## config.mk

```make
export PLATFORM = sky130hd
export DESIGN_NAME = aes_round_sequencer
export DESIGN_NICKNAME = d
export VERILOG_FILES = /design/src/rtl/aes_pkg.sv /design/src/rtl/aes_round_ctr.sv /design/src/rtl/aes_round_sequencer.sv
export SDC_FILE = /design/constraint.sdc
export NUM_CORES = 1
export LEC_CHECK = 0
export CORE_AREA = 2 2 308 310
export DETAILED_ROUTE_END_ITERATION = 10
export DIE_AREA = 0 0 310 312
export GPL_TIMING_DRIVEN = 0
export HOLD_SLACK_MARGIN = 0.02
export PLACE_DENSITY = 0.5
export SYNTH_ARGS = -nofsm -noshare
export SYNTH_HDL_FRONTEND = slang
export SYNTH_SLANG_ARGS = --single-unit
```

## constraint.sdc

```tcl
create_clock -name clk -period 2.3 [get_ports clk]
set_input_delay 0.345 -clock clk [delete_from_list [all_inputs] [get_ports clk]]
set_output_delay 0.345 -clock clk [all_outputs]
set_load 0.005 [all_outputs]
```

## src/rtl/aes_pkg.sv

```systemverilog
// Shared types and constants for the iterative AES round sequencer.
package aes_pkg;

    localparam int AES_BLOCK_W = 128;
    localparam int AES128_NR   = 10;

    typedef logic [AES_BLOCK_W-1:0] aes_block_t;

    typedef enum logic [2:0] {
        ST_IDLE,
        ST_KEY0,
        ST_ISSUE,
        ST_WAIT,
        ST_OUT
    } seq_state_e;

endpackage

```

## src/rtl/aes_round_ctr.sv

```systemverilog
// Round counter for the AES sequencer: loads 1, steps up to NR and flags the final round.
module aes_round_ctr #(
    parameter int NR = 10
) (
    input  logic       clk,
    input  logic       reset_n,
    input  logic       clear,
    input  logic       load_one,
    input  logic       step,
    output logic [3:0] round,
    output logic       last
);

    assign last = (round == 4'(NR));

    always_ff @(posedge clk or negedge reset_n) begin
        if (!reset_n) begin
            round <= 4'd0;
        end else if (clear) begin
            round <= 4'd0;
        end else if (load_one) begin
            round <= 4'd1;
        end else if (step && !last) begin
            // Saturates at NR so the counter can never wrap.
            round <= round + 4'd1;
        end
    end

endmodule

```

## src/rtl/aes_round_sequencer.sv

```systemverilog
// Iterative AES encryption controller driving an external single-round datapath.
// Optional dp_done watchdog with sticky err output: define AES_SEQ_TIMEOUT_EN.
module aes_round_sequencer
    import aes_pkg::*;
#(
    parameter int NR             = AES128_NR,
    parameter int TIMEOUT_CYCLES = 15
) (
    input  logic       clk,
    input  logic       reset_n,
    input  logic       in_valid,
    output logic       in_ready,
    input  aes_block_t in_block,
    output logic [3:0] rk_idx,
    input  aes_block_t rk_data,
    output logic       dp_start,
    output aes_block_t dp_state,
    output aes_block_t dp_key,
    output logic       dp_skip_mix,
    input  logic       dp_done,
    input  aes_block_t dp_result,
    output logic       out_valid,
    input  logic       out_ready,
    output aes_block_t out_block,
`ifdef AES_SEQ_TIMEOUT_EN
    output logic       err,
`endif
    output logic       busy
);

    seq_state_e state;
    aes_block_t blk_q;
    logic [3:0] round;
    logic       last;
    logic       accept;
    logic       round_done;

    assign accept     = (state == ST_IDLE) && in_valid;
    assign round_done = (state == ST_WAIT) && dp_done;

    aes_round_ctr #(.NR(NR)) u_round_ctr (
        .clk      (clk),
        .reset_n  (reset_n),
        .clear    (accept),
        .load_one (state == ST_KEY0),
        .step     (round_done),
        .round    (round),
        .last     (last)
    );

`ifdef AES_SEQ_TIMEOUT_EN
    localparam int WD_W = $clog2(TIMEOUT_CYCLES + 1);
    logic [WD_W-1:0] wd;
`endif

    // NOTE: every register here, including the wide data ones, is assigned with <= and
    // has an explicit reset value so a mid-block reset leaves nothing stale on the ports.
    always_ff @(posedge clk or negedge reset_n) begin
        if (!reset_n) begin
            state       <= ST_IDLE;
            in_ready    <= 1'b1;
            out_valid   <= 1'b0;
            dp_start    <= 1'b0;
            dp_skip_mix <= 1'b0;
            busy        <= 1'b0;
            rk_idx      <= 4'd0;
            dp_state    <= '0;
            dp_key      <= '0;
            out_block   <= '0;
            blk_q       <= '0;
`ifdef AES_SEQ_TIMEOUT_EN
            err         <= 1'b0;
            wd          <= '0;
`endif
        end else begin
            dp_start <= 1'b0;
            case (state)
                ST_IDLE: begin
                    rk_idx <= 4'd0;
                    if (accept) begin
                        blk_q    <= in_block ^ rk_data;
                        in_ready <= 1'b0;
                        busy     <= 1'b1;
                        state    <= ST_KEY0;
`ifdef AES_SEQ_TIMEOUT_EN
                        err      <= 1'b0;
`endif
                    end
                end
                ST_KEY0: begin
                    rk_idx <= 4'd1;
                    state  <= ST_ISSUE;
                end
                ST_ISSUE: begin
                    dp_key      <= rk_data;
                    dp_state    <= blk_q;
                    dp_start    <= 1'b1;
                    dp_skip_mix <= last;
                    state       <= ST_WAIT;
`ifdef AES_SEQ_TIMEOUT_EN
                    wd          <= '0;
`endif
                end
                ST_WAIT: begin
                    if (dp_done) begin
                        blk_q <= dp_result;
                        if (last) begin
                            out_block <= dp_result;
                            out_valid <= 1'b1;
                            state     <= ST_OUT;
                        end else begin
                            rk_idx <= round + 4'd1;
                            state  <= ST_ISSUE;
                        end
                    end
`ifdef AES_SEQ_TIMEOUT_EN
                    else if (wd == WD_W'(TIMEOUT_CYCLES - 1)) begin
                        // Datapath hung: drop the block and flag it until the next accept.
                        err      <= 1'b1;
                        in_ready <= 1'b1;
                        busy     <= 1'b0;
                        rk_idx   <= 4'd0;
                        state    <= ST_IDLE;
                    end else begin
                        wd <= wd + 1'b1;
                    end
`endif
                end
                ST_OUT: begin
                    if (out_ready) begin
                        out_valid <= 1'b0;
                        in_ready  <= 1'b1;
                        busy      <= 1'b0;
                        rk_idx    <= 4'd0;
                        state     <= ST_IDLE;
                    end
                end
                default: state <= ST_IDLE;
            endcase
        end
    end

endmodule

```

# Word-level counts from Yosys, hierarchy flattened
# Cells that the tools add are included.
[word_totals]
reg_bits = 528
input_bits = 389
out_inout_bits = 393
elab_cells = 65
[classes]
n_addsub = 1
n_eq_ne = 10
n_mux = 25
bitwise_logic = 1
n_reduce_logical = 16
[ops]
columns = ["op", "n"]
rows = [
  ["$mux 128", 2],
  ["$pmux 128 s2", 1],
  ["$xor 128x128->128", 1],
  ["$mux 4", 6],
  ["$pmux 4 s4", 1],
  ["$pmux 3 s5", 1],
  ["$mux 3", 4],
  ["$reduce_and 3->1", 4],
  ["$ne 2x2->1 const B", 5],
  ["$reduce_and 4->1", 2],
  ["$mux 1", 7],
  ["$eq 3x2->1 const B", 2],
  ["$pmux 1 s2", 3],
  ["$reduce_bool 2->1", 3],
  ["$add 4x1->4 const B", 1],
  ["$eq 4x4->1 const B", 1],
  ["$reduce_bool 4->1", 1],
  ["$eq 3x1->1 const B", 1],
  ["$eq 3x3->1 const B", 1],
  ["$logic_and 1x1->1", 3],
  ["$logic_not 3->1", 1],
  ["$reduce_bool 3->1", 1],
  ["$logic_not 1->1", 1],
]

# Depth between registers and ports, before layout
# Gate-level depths: netlist (run 1).
[depth]
ltp_word = 6
ltp_mapped = 9
depth_no_buf = 6

# Cells and area by module
# From an unflattened synthesis (run 1), not the netlist that was laid out.
[hier_totals]
cells_unflattened = 1443
hier_area_um2 = 23049.6
[by_module_without_submodules]
columns = ["module", "n_inst", "cells_per_inst", "area_each_um2"]
rows = [
  ["aes_round_sequencer", 1, 1419, 22810.6],
  ["aes_round_ctr", 1, 24, 239.0],
]

# Worst setup path before layout (run 1)
# No wires, ideal clock.
[synth_timing]
kind = "register to register"
from = "register u_round_ctr.round[0]"
to = "register out_block[100]"
arrival_ns = 1.721
required_time_ns = 2.175
setup_slack_ns = 0.455
stages_incl_launch_ff = 8
n_path_buf = 2
period_less_slack_ns = 1.845
path_cell_list = "dfrtp_1 -> inv_1 -> ha_1 -> nand3b_1 -> nor3_1 -> buf_2 -> buf_4 -> mux2_2"
[synth_between]
elab_chain_len = 2
[synth_lines]
columns = ["element", "line_no", "text"]
rows = [
  ["start, declared", "aes_round_ctr.sv:10", "output logic [3:0] round,"],
  ["start signal, assigned", "aes_round_ctr.sv:25", "round <= round + 4'd1;"],
  ["$eq 4x4->1", "aes_round_ctr.sv:14", "assign last = (round == 4'(NR));"],
  ["$reduce_and 3->1 (no line)", "--", ""],
  ["end signal, assigned", "aes_round_sequencer.sv:108", "out_block <= dp_result;"],
  ["end, declared", "aes_round_sequencer.sv:24", "output aes_block_t out_block,"],
]
# No other way between the ends.
# A chain may end at the register's enable or synchronous reset.

# Worst setup path in the final report (run 1)
[layout_timing]
from = "register state[1]"
to = "register blk_q[99]"
[layout_between]
elab_chain_len = 4
word_cells_on_any_way = 8
[layout_lines]
columns = ["element", "line_no", "text"]
rows = [
  ["start, declared", "aes_round_sequencer.sv:31", "seq_state_e state;"],
  ["start signal, assigned", "aes_round_sequencer.sv:60", "state <= ST_IDLE;"],
  ["start signal, assigned", "aes_round_sequencer.sv:84", "state <= ST_KEY0;"],
  ["start signal, assigned", "aes_round_sequencer.sv:92", "state <= ST_ISSUE;"],
  ["$logic_not 3->1", "aes_round_sequencer.sv:38, aes_round_sequencer.sv:77", ""],
  ["$logic_and 1x1->1", "aes_round_sequencer.sv:38", "assign accept = (state == ST_IDLE) && in_valid;"],
  ["$ne 2x2->1 (no line)", "--", ""],
  ["$reduce_and 3->1 (no line)", "--", ""],
  ["end signal, assigned", "aes_round_sequencer.sv:81", "blk_q <= in_block ^ rk_data;"],
  ["end signal, assigned", "aes_round_sequencer.sv:106", "blk_q <= dp_result;"],
  ["end, declared", "aes_round_sequencer.sv:32", "aes_block_t blk_q;"],
]
# Parallel ways exist; a longest one is shown, timed or not.

==> flow_metrics.py, run 1 <==
metrics = {
    "clock_tree": {
        "cts_tree": "built",
        "clock_path_buffers": 3,
        "clock_latency_ps": 620,
        "clk_pin_slew_ps": 60,
        "cts_htree_levels": 2,
        "numCtsBuffers": 61,
        "cts_sinks": 528,
        "cts-root-buf": "clkbuf_16",
    },
    "global_route": {
        "grt_overflow": 0,
        "gr-usage-met1": 0.191,
        "antenna_found_initial": 9,
        "grt_usage": 0.169,
        "grt_max_degree": 112,
        "busiest_layer": "met2",
        "grt_util_met2": 0.307,
        "grt_pass1_wl_um": 122000,
        "grt_pass1_vias": 18300,
        "use_met3": 0.0460,
    },
    "timing": {
        "hold_slack_ps": 253,
        "finalHoldViolCount": 0,
        "worstMarginPinSlew_ps": 758,
        "post-route-period-util": 0.959,
        "clock.fmax_ghz": 0.453,
        "drv_slew": 0,
        "setup_viol": 0,
        "setup_ws_ps": 93.7,
        "finalCriticalPeriod_ps": 2210,
        "fin_skew_ps": 20.1,
        "relSlewSlack": 0.495,
    },
    "finish": {
        "layout-drive-gt1-share": 0.215,
        "postLayoutCellArea_um2": 33600,
        "syn2layout_area_growth_pct": 54.2,
        "fin_util": 0.362,
        "fin_nets": 2969,
    },
    "critical_path": {
        "critPathSlowestCell": "or3b_1",
        "startpoint_type": "register",
        "endpoint_kind": "register",
        "cp.required_ps": 2770,
        "crit_buf_inv": 5,
        "path_max_fanout": 10,
        "crit_chain": "buf_2, or3b_1, a21o_4, buf_6, buf_6, buf_6, buf_6, nand2_1, o21ai_1",
        "path_common_cell": "buf_6",
        "crit_type": "reg2reg",
        "crit_family": "buffers and inverters",
        "arrival_ps": 2680,
        "ff2ff_setup_slack_ps": 90,
        "max_stage_delay_ps": 420,
    },
    "floorplanning": {
        "initial_core_util": 0.235,
        "fp.dieH_um": 312,
        "chipWidth_um": 310,
        "core_region_area_um2": 93000,
        "rows": 112,
        "fp.dieArea_um2": 96700,
        "io_pins": 782,
    },
    "place": {
        "hpwlAfterDp_um": 66100,
        "routabilityCongestion": 0.816,
        "dp_slack_ps": -1500,
        "portBuffers": 781,
        "place_area_um2": 31400,
    },
    "min_path": {
        "hold_path.class": "in2async",
    },
    "synth": {
        "synth_fp_nets": 2115,
        "ys_ff_latch": 528,
        "synth_cell_types": 31,
        "async_flop_share": 1.00,
        "yosysSeqAreaShare": 0.606,
        "syn_avg_cell_area_um2": 12.7,
        "synth_edf_count": 0,
        "syn_inst": 1724,
        "syn_area_um2": 21800,
        "yosysWarnings": 0,
        "synthFlopType": "dfrtp_1",
    },
    "power": {
        "total_power_mw": 48.2,
        "power_per_cell_area_nw_per_um2": 1430,
        "p_leak_nw": 13.8,
        "vdd_drop_max_uv": 756,
    },
    "detailed_routing": {
        "wl_per_cell_um": 21.7,
        "drtPass1Iterations": 4,
        "drtAntennaViolNets": 0,
        "viasPerCell": 4.30,
        "wirelength_um": 84100,
        "via_count": 16700,
        "drt_iter0_drc": 606,
        "drcViolationCount": 0,
    },
    "run": {
        "drv_cap": 0,
    },
    "run_status": {
        "status": "finished clean",
    },
}
-- path summary, 6_finish.rpt --
kind | from | end | cells past startpoint
min | reset_n | out_block[92] | 2
max | state[1] | blk_q[99] | 9
min in group clk | dp_result[55] | out_block[55] | 2
min reg2reg | blk_q[82] | blk_q[82] | 2
max in group asynchronous | reset_n | blk_q[32] | 5
max reg2reg | state[1] | blk_q[99] | 9
-- layout make-up --
cell class	count	area [µm²]
diodes	3	7.51
flip-flops and latches	528	13200
repair buffers	791	8020
well taps	1254	1570
fillers	9223	59400
plain buffers	102	634
inverters	3	11.3
clock buffers	93	1820
multi-input cells	1091	8100
clock inverters	18	269
-- flip-flops by register name, summed over array words and instances (netlist names) --
name,cells
blk_q,128
dp_key,128
dp_state,128
out_block,128
rk_idx,4
u_round_ctr.round,4
state,3
busy,1
dp_skip_mix,1
dp_start,1
in_ready,1
out_valid,1
-- synthesized netlist by cell type, types with 8 or more instances --
cell type,count,area share
dfrtp_1,527,0.60
mux2_2,385,0.20
nand2_1,267,0.046
o21ai_0,219,0.050
xnor2_1,129,0.052
buf_2,41,0.0094
o21ai_1,40,0.0092
clkbuf_1,37,0.0064
nand3_1,15,0.0034
buf_4,10,0.0034
nor2_1,8,0.0014
-- placed cells by master, fill, tap and decap left out, drive strengths merged --
master,count
clkdlybuf4s50,780
a21o,2
o31ai,3
nand3b,2
diode,3
nand2b,1
nand2,267
dlygate4sd3,1
or3,1
clkinvlp,4
nand3,15
nor3,3
dfrtp,527
ha,2
dfstp,1
xor2,1
o21ai,259
o211ai,3
or3b,1
a211oi,1
o311ai,1
bufinv,6
inv,4
and2,1
clkbuf,143
buf,62
and3b,1
xnor2,129
a21oi,4
nor2b,1
mux2,385
clkinv,7
nor2,8
-- cell families (layout without fill, tap and decap cells) --
kind of cell,after synthesis,after routing,share of synthesized area
simple gates,301,301,0.0541
flops,528,528,0.606
buf+inv,105,1007,0.0245
mux,385,385,0.199
xor+xnor,130,130,0.0522
other cells,0,3,0
fa+ha+maj,2,2,0.00115
compound gates,273,273,0.0638
-- report_power, final --
group / switching, mW / internal, mW / total (mW)
combinational: 9.52 / 12.0 / 21.6
clock: 4.01 / 6.09 / 10.1
sequential: 2.50 / 14.0 / 16.5
-- stage by stage --
| stage | TNS, ps | std cells |
|---|---|---|
| 3_5_place_dp | -394580 | 3764 |
| 3_3_place_gp | - | 3759 |
| 6_report | 0 | 3883 |
| 2_1_floorplan | 0 | 1724 |
| 5_1_grt | -28.2 | 3881 |
| 4_1_cts | -27.9 | 3879 |
-- per-layer routing --
layer / vias to the layer above / part of all wire / routed length, µm
met4: 4 / 0.028 / 2380
met3: 123 / 0.072 / 6090
met1: 8368 / 0.39 / 32400
met2: 552 / 0.51 / 43300
met5: - / 0.00032 / 27
li1: 7631 / - / -
-- what timing repair did --
item	4_1_cts	5_1_grt
buffers inserted	3	1
hold buffers	1	0
setup endpoints to repair	500	336
endpoints found under the hold margin	75	0
pin swaps	2	0
resized for setup	21	36
No activity file was read; power rests on OpenSTA's default activity.
==> run 2, diff against run 1 <==
--- a/config.mk
+++ b/config.mk
@@ -5,6 +5,7 @@
 export SDC_FILE = /design/constraint.sdc
 export NUM_CORES = 1
 export LEC_CHECK = 0
+export CAP_MARGIN = 5
 export CORE_AREA = 2 2 308 310
 export DETAILED_ROUTE_END_ITERATION = 10
 export DIE_AREA = 0 0 310 312
==> flow_metrics.py, run 2 (synthesis results as in run 1) <==
metrics = {
    "run_status": {
        "status": "finished clean",
    },
    "power": {
        "p_leak_nw": 13.9,
        "vdd_drop_max_uv": 656,
        "total_power_mw": 48.6,
        "power_per_cell_area_nw_per_um2": 1440,
    },
    "detailed_routing": {
        "drtAntennaViolNets": 0,
        "drtPass1Iterations": 5,
        "wirelength_um": 84800,
        "drcViolationCount": 0,
        "drt_iter0_drc": 630,
        "wl_per_cell_um": 21.8,
        "viasPerCell": 4.28,
        "via_count": 16700,
    },
    "floorplanning": {
        "io_pins": 782,
        "core_region_area_um2": 93000,
        "chipWidth_um": 310,
        "fp.dieArea_um2": 96700,
        "rows": 112,
        "fp.dieH_um": 312,
        "initial_core_util": 0.235,
    },
    "place": {
        "portBuffers": 781,
        "dp_cells": 3765,
        "hpwlAfterDp_um": 66100,
        "dp_slack_ps": -1140,
        "place_area_um2": 31400,
        "routabilityCongestion": 0.816,
    },
    "critical_path": {
        "crit_family": "buffers and inverters",
        "cp.required_ps": 2800,
        "path_max_fanout": 10,
        "endpoint_kind": "register",
        "path_common_cell": "buf_6",
        "crit_type": "reg2reg",
        "arrival_ps": 2670,
        "max_stage_delay_ps": 430,
        "path_depth": 9,
        "crit_chain": "buf_2, or3b_1, a21o_4, buf_8, buf_6, buf_6, buf_6, nand2_1, o21ai_1",
        "crit_buf_inv": 5,
        "startpoint_type": "register",
        "rr_worst_depth": 9,
        "critPathSlowestCell": "or3b_1",
    },
    "finish": {
        "fin_cells": 3891,
        "layout-drive-gt1-share": 0.221,
        "fin_nets": 2972,
        "syn2layout_area_growth_pct": 54.9,
        "postLayoutCellArea_um2": 33800,
        "fin_util": 0.363,
        "final_common_cell": "clkdlybuf4s50_1",
        "final_cell_mix": "clkdlybuf4s50_1 (780), dfrtp_1 (527), mux2_2 (385)",
    },
    "timing": {
        "setup_ws_ps": 125,
        "clock.fmax_ghz": 0.460,
        "drv_slew": 0,
        "relSlewSlack": 0.435,
        "worstMarginPinSlew_ps": 848,
        "setup_viol": 0,
        "fin_skew_ps": 23.7,
        "post-route-period-util": 0.946,
        "hold_slack_ps": 226,
        "finalHoldViolCount": 0,
        "finalCriticalPeriod_ps": 2180,
        "tns_ps": 0,
    },
    "clock_tree": {
        "clock_latency_ps": 650,
        "clk_pin_slew_ps": 60,
        "cts_tree": "built",
        "cts_sinks": 528,
        "cts_htree_levels": 2,
        "numCtsBuffers": 61,
        "clock_path_buffers": 3,
        "cts-root-buf": "clkbuf_16",
    },
    "global_route": {
        "grt_overflow": 0,
        "antenna_found_initial": 8,
        "grt_usage": 0.170,
        "grt_pass1_wl_um": 122000,
        "grt_max_degree": 112,
        "grt_pass1_vias": 18300,
    },
    "run": {
        "drv_cap": 0,
    },
    "min_path": {
        "hold_path.class": "in2async",
    },
}
[run 2: worst paths after layout]
kind | startpoint | slack, ps | end
worst max-delay path | state[1] | 120 | blk_q[89]
worst min-delay path | reset_n | 230 | out_block[93]
worst max register to register | state[1] | 120 | blk_q[89]
worst min register to register | blk_q[52] | 470 | blk_q[52]
max in group asynchronous | reset_n | 240 | dp_state[34]
min in group clk | dp_result[119] | 330 | out_block[119]
[run 2: power breakdown]
part	switching (mW)	internal, mW	total, mW	leakage [nW]
clock	4.10	6.41	10.5	1.08
combinational	9.47	12.1	21.5	6.43
sequential	2.52	14.0	16.5	6.44
[run 2: final cells by class]
class                           instances  area [µm²]
Multi-Input combinational cell       1091        8100
Sequential cell                       528       13200
Clock buffer                           92        1850
Buffer                                101         638
Fill cell                            9269       59300
Antenna cell                            3        7.51
Timing Repair Buffer                  795        8070
Tap cell                             1254        1570
Inverter                                3        11.3
Clock inverter                         24         333
[run 2: timing repair]
item	CTS	global route
setup endpoints to repair	509	363
hold buffers	1	0
setup buffers	3	3
hold endpoints to repair	75	0
cloned	0	1
pin swaps	2	1
resized for setup	28	35
[run 2: routing by layer]
metal	track usage	wire, µm	part of all wire
met1	0.194	32900	0.39
met5	0	11	0.00013
met3	0.0423	5770	0.068
met2	0.312	44200	0.52
met4	0.0495	1870	0.022
